==> src/rtl/status_reg_pkg.sv <==
// Shared constants for the processor status register: flag bit positions, flag_op codes,
// the stored-flag record and its reset value.
package status_reg_pkg;

   localparam int unsigned CARRY = 0;
   localparam int unsigned ZERO  = 1;
   localparam int unsigned IRQ   = 2;
   localparam int unsigned DEC   = 3;
   localparam int unsigned BRK   = 4;
   localparam int unsigned ONE   = 5;
   localparam int unsigned OVF   = 6;
   localparam int unsigned NEG   = 7;

   localparam logic [2:0] FLAG_CLC = 3'd0;
   localparam logic [2:0] FLAG_SEC = 3'd1;
   localparam logic [2:0] FLAG_CLI = 3'd2;
   localparam logic [2:0] FLAG_SEI = 3'd3;
   localparam logic [2:0] FLAG_CLD = 3'd4;
   localparam logic [2:0] FLAG_SED = 3'd5;
   localparam logic [2:0] FLAG_CLV = 3'd6;
   localparam logic [2:0] FLAG_NOP = 3'd7;

   typedef struct packed {
      logic n;
      logic v;
      logic d;
      logic i;
      logic z;
      logic c;
   } flags_t;

   // Reset image is P = 8'h24: only I set among the stored flags.
   localparam flags_t FLAGS_RESET = flags_t'(6'b000100);

   // Assemble the architectural P byte; bit 5 reads as 1, bit 4 (B) as 0.
   function automatic logic [7:0] pack_p(flags_t f);
      logic [7:0] p;
      p        = '0;
      p[NEG]   = f.n;
      p[OVF]   = f.v;
      p[ONE]   = 1'b1;
      p[DEC]   = f.d;
      p[IRQ]   = f.i;
      p[ZERO]  = f.z;
      p[CARRY] = f.c;
      return p;
   endfunction

endpackage

==> src/rtl/status_reg.sv <==
// 6502-style status register: prioritised flag commits, push image and change pulse.
// Define DECIMAL_MODE_EN to make the D flag writable; otherwise D is tied to 0.
module status_reg
   import status_reg_pkg::*;
(
   input  logic       clk,
   input  logic       rst,
   input  logic [7:0] alu_Y,
   input  logic       alu_carry_out,
   input  logic       alu_overflow,
   input  logic       upd_valid,
   input  logic [3:0] upd_mask,
   input  logic       bit_valid,
   input  logic [7:0] bit_mem,
   input  logic       flag_op_valid,
   input  logic [2:0] flag_op,
   input  logic       pull_valid,
   input  logic [7:0] pull_data,
   input  logic       int_entry,
   input  logic       push_brk,
   output logic [7:0] p_reg,
   output logic [7:0] p_push,
   output logic       flag_c,
   output logic       p_changed
);

   flags_t flags_q, flags_d;
   logic   changed_q;

   // Bits 5 and 4 of a pulled byte have no storage behind them.
   logic unused_pull_bits;
   assign unused_pull_bits = ^pull_data[5:4];

   always_comb begin
      flags_d = flags_q;
      if (pull_valid) begin
         flags_d.n = pull_data[NEG];
         flags_d.v = pull_data[OVF];
         flags_d.d = pull_data[DEC];
         flags_d.i = pull_data[IRQ];
         flags_d.z = pull_data[ZERO];
         flags_d.c = pull_data[CARRY];
      end else if (int_entry || flag_op_valid) begin
         if (flag_op_valid) begin
            case (flag_op)
               FLAG_CLC: flags_d.c = 1'b0;
               FLAG_SEC: flags_d.c = 1'b1;
               FLAG_CLI: flags_d.i = 1'b0;
               FLAG_SEI: flags_d.i = 1'b1;
               FLAG_CLD: flags_d.d = 1'b0;
               FLAG_SED: flags_d.d = 1'b1;
               FLAG_CLV: flags_d.v = 1'b0;
               FLAG_NOP: ;
            endcase
         end
         // Interrupt entry is applied after the flag op, so CLI cannot win.
         if (int_entry) begin
            flags_d.i = 1'b1;
         end
      end else if (bit_valid) begin
         flags_d.n = bit_mem[7];
         flags_d.v = bit_mem[6];
         flags_d.z = (alu_Y == 8'h00);
      end else if (upd_valid) begin
         if (upd_mask[3]) flags_d.n = alu_Y[7];
         if (upd_mask[2]) flags_d.v = alu_overflow;
         if (upd_mask[1]) flags_d.z = (alu_Y == 8'h00);
         if (upd_mask[0]) flags_d.c = alu_carry_out;
      end
`ifndef DECIMAL_MODE_EN
      flags_d.d = 1'b0;
`endif
   end

   always_ff @(posedge clk or posedge rst) begin
      if (rst) begin
         flags_q   <= FLAGS_RESET;
         changed_q <= 1'b0;
      end else begin
         flags_q   <= flags_d;
         changed_q <= (flags_d != flags_q);
      end
   end

   assign p_reg     = pack_p(flags_q);
   assign flag_c    = flags_q.c;
   assign p_changed = changed_q;

   always_comb begin
      p_push      = p_reg;
      p_push[BRK] = push_brk;
   end

endmodule

==> config.mk <==
export PLATFORM = sky130hd
export DESIGN_NAME = status_reg
export DESIGN_NICKNAME = d
export VERILOG_FILES = /design/src/rtl/status_reg_pkg.sv /design/src/rtl/status_reg.sv
export SDC_FILE = /design/constraint.sdc
export NUM_CORES = 1
export LEC_CHECK = 0
export BUFFER_PORTS_ARGS = -buffer_cell sky130_fd_sc_hd__buf_2
export CORE_UTILIZATION = 39
export DETAILED_ROUTE_END_ITERATION = 8
export HOLD_SLACK_MARGIN = 0.1
export MAX_ROUTING_LAYER = met4
export PLACE_DENSITY = 0.79
export SKIP_CTS_REPAIR_TIMING = 1
export SYNTH_ARGS = -nofsm -noshare
export SYNTH_HDL_FRONTEND = slang
export SYNTH_SLANG_ARGS = --single-unit
==> constraint.sdc <==
create_clock -name clk -period 1.69 [get_ports clk]
set_input_delay 0.169 -clock clk [delete_from_list [all_inputs] [get_ports clk]]
set_output_delay 0.169 -clock clk [all_outputs]
set_load 0.01 [all_outputs]
==> impl_metrics.toml, run 1 <==
[synth]
avgSynthCellArea_sq_um = 7.63
synth_compound_area_share_pct = 20.1
synth_edf_count = 0
synth_top_area_cell = "dfrtp_1"
seq_area_frac_synth_pct = 19.6
synth-adder-area-share_pct = 0
synth_area_sq_um = 771
synth_most_common_cell = "buf_4"
synth_top_area_share_pct = 16.2
synth_ff_type = "dfrtp_1"
netlist_top_cells_count = "12 x buf_4, 9 x nand2_1, 8 x a21oi_1"
synth-xor-area-share_pct = 11.4
synth_area_leaders = "dfrtp_1 16%, buf_4 12%, xor2_1 6.8%"
yosys_warnings = 0
synth_top_family_by_area = "simple AND/OR/NAND/NOR gates"
syn_inst = 101
muxShareOfSynthArea_pct = 2.76
synth-async-reset-ratio_pct = 100
synth_cell_types = 39
synth_simple_gate_area_share_pct = 27.4
ys_ff_latch = 6

[setup_path]
crit_fanout = 9
crit_path_start_kind = "register"
critPathRequiredTime_ns = 1.80
crit_path_end_kind = "register"
path_class = "register to register"
cp_data_arrival_time_ns = 1.52

[sta]
period_minus_slack_ns = 1.41
rsz0062_at_grt = "no"
hold_viol = 0
fin_crit_sh_pct = 83.4
tns_ns = 0
setup_viol = 0
fin_worst_skew_ns = 0.00497
fmax_ghz = 0.710
drv_slew = 0

[finish]
final_area_sq_um = 946
syn_to_final_growth_pct = 22.7
n_antenna_cell = 0
nNetsFinal = 176
drive_above_1_share_pct = 36.6

[floorplanning]
initial_utilization_pct = 43.2
dieArea_sq_um = 2160
floorplan.io_pins = 59
die_h_um = 46.5
row_count = 15
core-area_sq_um = 1780
die_w_um = 46.5

[power]
power_w = 0.000544
ir_drop_mv = 0.400
power_density_nw_per_um2 = 575
p_leak_nw = 0.438

[global_routing]
grt_use_total_pct = 19.0
grt_start_max_net_pins = 20
antenna_found_initial = 0
grt_overflow = 0
grt_pass1_vias = 684
grt_pass1_wl_um = 2840

[placement]
portBuffers = 42
dpl_cell_area_sq_um = 910
hpwl_um = 1510
gp_congestion = 0.758

[clock_tree]
clkLatencyLatePin_ns = 0.24
root_buffer = "clkbuf_4"
clockBufferDepth = 2
cts_max_level = 1
cts.sink_count = 6
numCtsBuffers = 3
cts.clk_slew.worst_paths_ns = 0.05
cts_tree = "yes"

[routing]
drt_wl_total_um = 1910
drtAntennaViolNets = 0
wl_per_cell_um = 12.0
first_pass_iters = 4
drc = 0
dr.first_iter.drc_count = 15
vias_per_cell = 5.21
vias = 828

[job]
cap_violations = 0

[hold_path]
worstHoldPathType = "input pin to register"

[run_status]
outcome = "completed"
power by group:
part | internal (W) | total, W | switching [W]
sequential | 0.000160 | 0.000187 | 0.0000268
clock | 0.0000896 | 0.000143 | 0.0000539
combinational | 0.000103 | 0.000214 | 0.000110
cells in the final DEF (no fill, tap or decap), drive strengths merged:
| cell | instances |
|---|---|
| buf | 43 |
| nand2 | 9 |
| a21oi | 8 |
| nor2 | 6 |
| xor2 | 6 |
| conb | 5 |
| dfrtp | 5 |
| nor3 | 5 |
| xnor2 | 4 |
| inv | 4 |
| clkbuf | 4 |
| nand4b | 3 |
| nor2b | 2 |
| a311oi | 2 |
| o21ai | 2 |
| nand2b | 2 |
| a211oi | 2 |
| or4 | 2 |
| nand3b | 2 |
| o31ai | 2 |
| a21boi | 1 |
| or2 | 1 |
| o31a | 1 |
| nor3b | 1 |
| a222oi | 1 |
| and3b | 1 |
| nor4b | 1 |
| nand4 | 1 |
| o41ai | 1 |
| a31oi | 1 |
| a221oi | 1 |
| o21a | 1 |
| mux2 | 1 |
| mux2i | 1 |
| dlygate4sd3 | 1 |
| dfstp | 1 |
path summary, 6_finish.rpt:
kind                                    from        end  slack, ns  depth (start not counted)
worst max-delay path               p_push[6]  p_push[6]       0.28                          5
worst min-delay path            pull_data[2]  p_push[2]       0.15                          3
worst max register to register     p_push[6]  p_push[6]       0.28                          5
worst min register to register     p_push[1]  p_push[1]       0.67                          2
max in group asynchronous                rst  p_push[2]       1.05                          3
min in group asynchronous                rst  p_push[6]       0.38                          3
metrics by stage:
stage	util, %	setup WS (ns)	hold WS (ns)	cells
after global placement	51.0	0.227	0.0836	154
after detailed placement	51.0	0.218	0.0975	154
after floorplan	-	0.375	-0.0408	104
after global routing	53.1	0.162	0.149	159
final	53.1	0.281	0.150	159
after CTS	52.5	0.281	-0.167	158
cell families (layout without fill, tap and decap cells):
kind of cell              after synthesis  in the layout
muxes                                   2              2
xor gates and xnor gates               10             10
DFF                                     6              6
and+or+nand+nor                        36             36
AOI/OAI and AO/OA                      23             23
buffers and inverters                  22             52
other                                   2              5
worst max-delay path, cell delays in order (launching register included):
cell and delay [ns]:
dfrtp_1 0.51, a21oi_1 0.18, a31oi_1 0.06, o21a_1 0.18, a311oi_1 0.26, a21oi_1 0.08
flip-flops by register name (all words and copies together) (netlist names):
signal     flops
p_changed      1
flag_c         1
p_push         4
final cells by class:
cell class	instances	area, sq um
tap	25	31.3
timing repair buffer	44	228
multi-input combinational	76	494
inverter	4	15.0
clock buffer	4	26.3
fill	184	837
sequential	6	151
per-layer routing:
metal / GRT usage, % / routed length, um / vias up
met2: 31.4 / 908 / 40
met4: 8.24 / 14 / 0
li1: - / - / 406
met5: - / 0 / -
met3: 1.18 / 123 / 2
met1: 23.5 / 859 / 380
No activity file was read; power rests on OpenSTA's default activity.
==> inputs of run 2 (changes only) <==
- clock period: 1.69 -> 1.4 ns (I/O delays scaled with it)
==> impl_metrics.toml, run 2 (synthesized netlist as in run 1, its figures left out) <==
[run_status]
outcome = "completed"

[global_routing]
antenna_found_initial = 0
grt_pass1_wl_um = 2860
grt_overflow = 0
grt_use_total_pct = 19.3
grt_pass1_vias = 705
grt_start_max_net_pins = 20

[routing]
first_pass_iters = 4
vias = 818
drt_wl_total_um = 1970
drtAntennaViolNets = 0
dr.first_iter.drc_count = 21
drc = 0
vias_per_cell = 4.99
wl_per_cell_um = 12.0

[sta]
rsz0062_at_grt = "no"
period_minus_slack_ns = 1.28
fin_worst_skew_ns = 0.00448
timing.final.ws_setup_ns = 0.119
fin_crit_sh_pct = 91.5
hold_viol = 0
setup_viol = 0
fmax_ghz = 0.781
drv_slew = 0
tns_ns = 0

[setup_path]
crit_start = "p_push[6]"
crit_fanout = 7
path_class = "register to register"
r2r_setup_slack_ns = 0.12
critPathRequiredTime_ns = 1.52
crit_path_start_kind = "register"
r2r-start = "p_push[6]"
cp_data_arrival_time_ns = 1.40
crit_path_end_kind = "register"

[placement]
dpl_cell_area_sq_um = 947
portBuffers = 42
pre_cts_ws_ns = -0.0332
hpwl_um = 1550
gp_congestion = 0.828
dp_cells = 159

[finish]
final_common_cell = "buf_2"
largest_reg_flops = 4
n_antenna_cell = 0
stdcell_count = 164
syn_to_final_growth_pct = 27.8
nNetsFinal = 181
final_area_sq_um = 985
layout_common_cells = "42 x buf_2, 9 x nand2_1, 8 x a21oi_1"
drive_above_1_share_pct = 39.6
postLayoutCoreUtil_pct = 55.2

[floorplanning]
initial_utilization_pct = 43.2
floorplan.io_pins = 59
die_w_um = 46.5
row_count = 15
dieArea_sq_um = 2160
core-area_sq_um = 1780
die_h_um = 46.5

[clock_tree]
cts_tree = "yes"
cts.sink_count = 6
numCtsBuffers = 3
clkLatencyLatePin_ns = 0.26
clockBufferDepth = 2
root_buffer = "clkbuf_4"
cts.clk_slew.worst_paths_ns = 0.05
cts_max_level = 1

[power]
ir_drop_mv = 0.687
p_leak_nw = 0.461
power_density_nw_per_um2 = 701

[job]
cap_violations = 0

[hold_path]
worstHoldPathType = "input pin to register"
hold_start = "pull_data[2]"
## run 2: changes by cell type in the layout (fill, tap and decap cells not counted)
| cell | previous run | this run |
|---|---|---|
| buf_4 | 1 | 6 |
| dfrtp_1 | 5 | 4 |
| dfrtp_2 | 0 | 1 |
## run 2: final timing paths
kind	to	cells past startpoint
min	p_push[2]	3
max in group asynchronous	p_push[2]	3
max	p_push[6]	5
max reg2reg	p_push[6]	5
min reg2reg	p_push[1]	2
min in group asynchronous	p_push[1]	3
## run 2: power by group
part	switching (W)	internal (W)	total, W
combinational	0.000140	0.000138	0.000278
clock	0.0000837	0.000109	0.000193
sequential	0.0000258	0.000193	0.000219
total	0.000250	0.000440	0.000690
## run 2: worst max-delay path, stage by stage (launching register included)
cell	delay, ns
dfrtp_2	0.46
a21oi_1	0.14
a31oi_1	0.06
o21a_1	0.18
a311oi_1	0.25
a21oi_1	0.07
## run 2: through the flow
stage          power (W)  hold WS [ns]
2_1_floorplan   0.000409       -0.0698
3_3_place_gp    0.000486        0.0573
3_5_place_dp    0.000495        0.0654
4_1_cts         0.000685        -0.206
5_1_grt         0.000730         0.111
6_report        0.000690         0.101
## run 2: cell type report
class,count,area (sq um)
tap,25,31.3
clock buffer,4,26.3
multi-input combinational,76,494
timing repair buffer,49,265
inverter,4,15.0
fill,178,798
sequential,6,153
## run 2: routing by layer
metal / vias to the layer above / track usage [%] / routed length (um)
li1: 419 / - / -
met4: 0 / 8.82 / 40
met1: 357 / 24.9 / 873
met2: 38 / 30.6 / 927
met5: - / - / 0
met3: 4 / 1.18 / 130
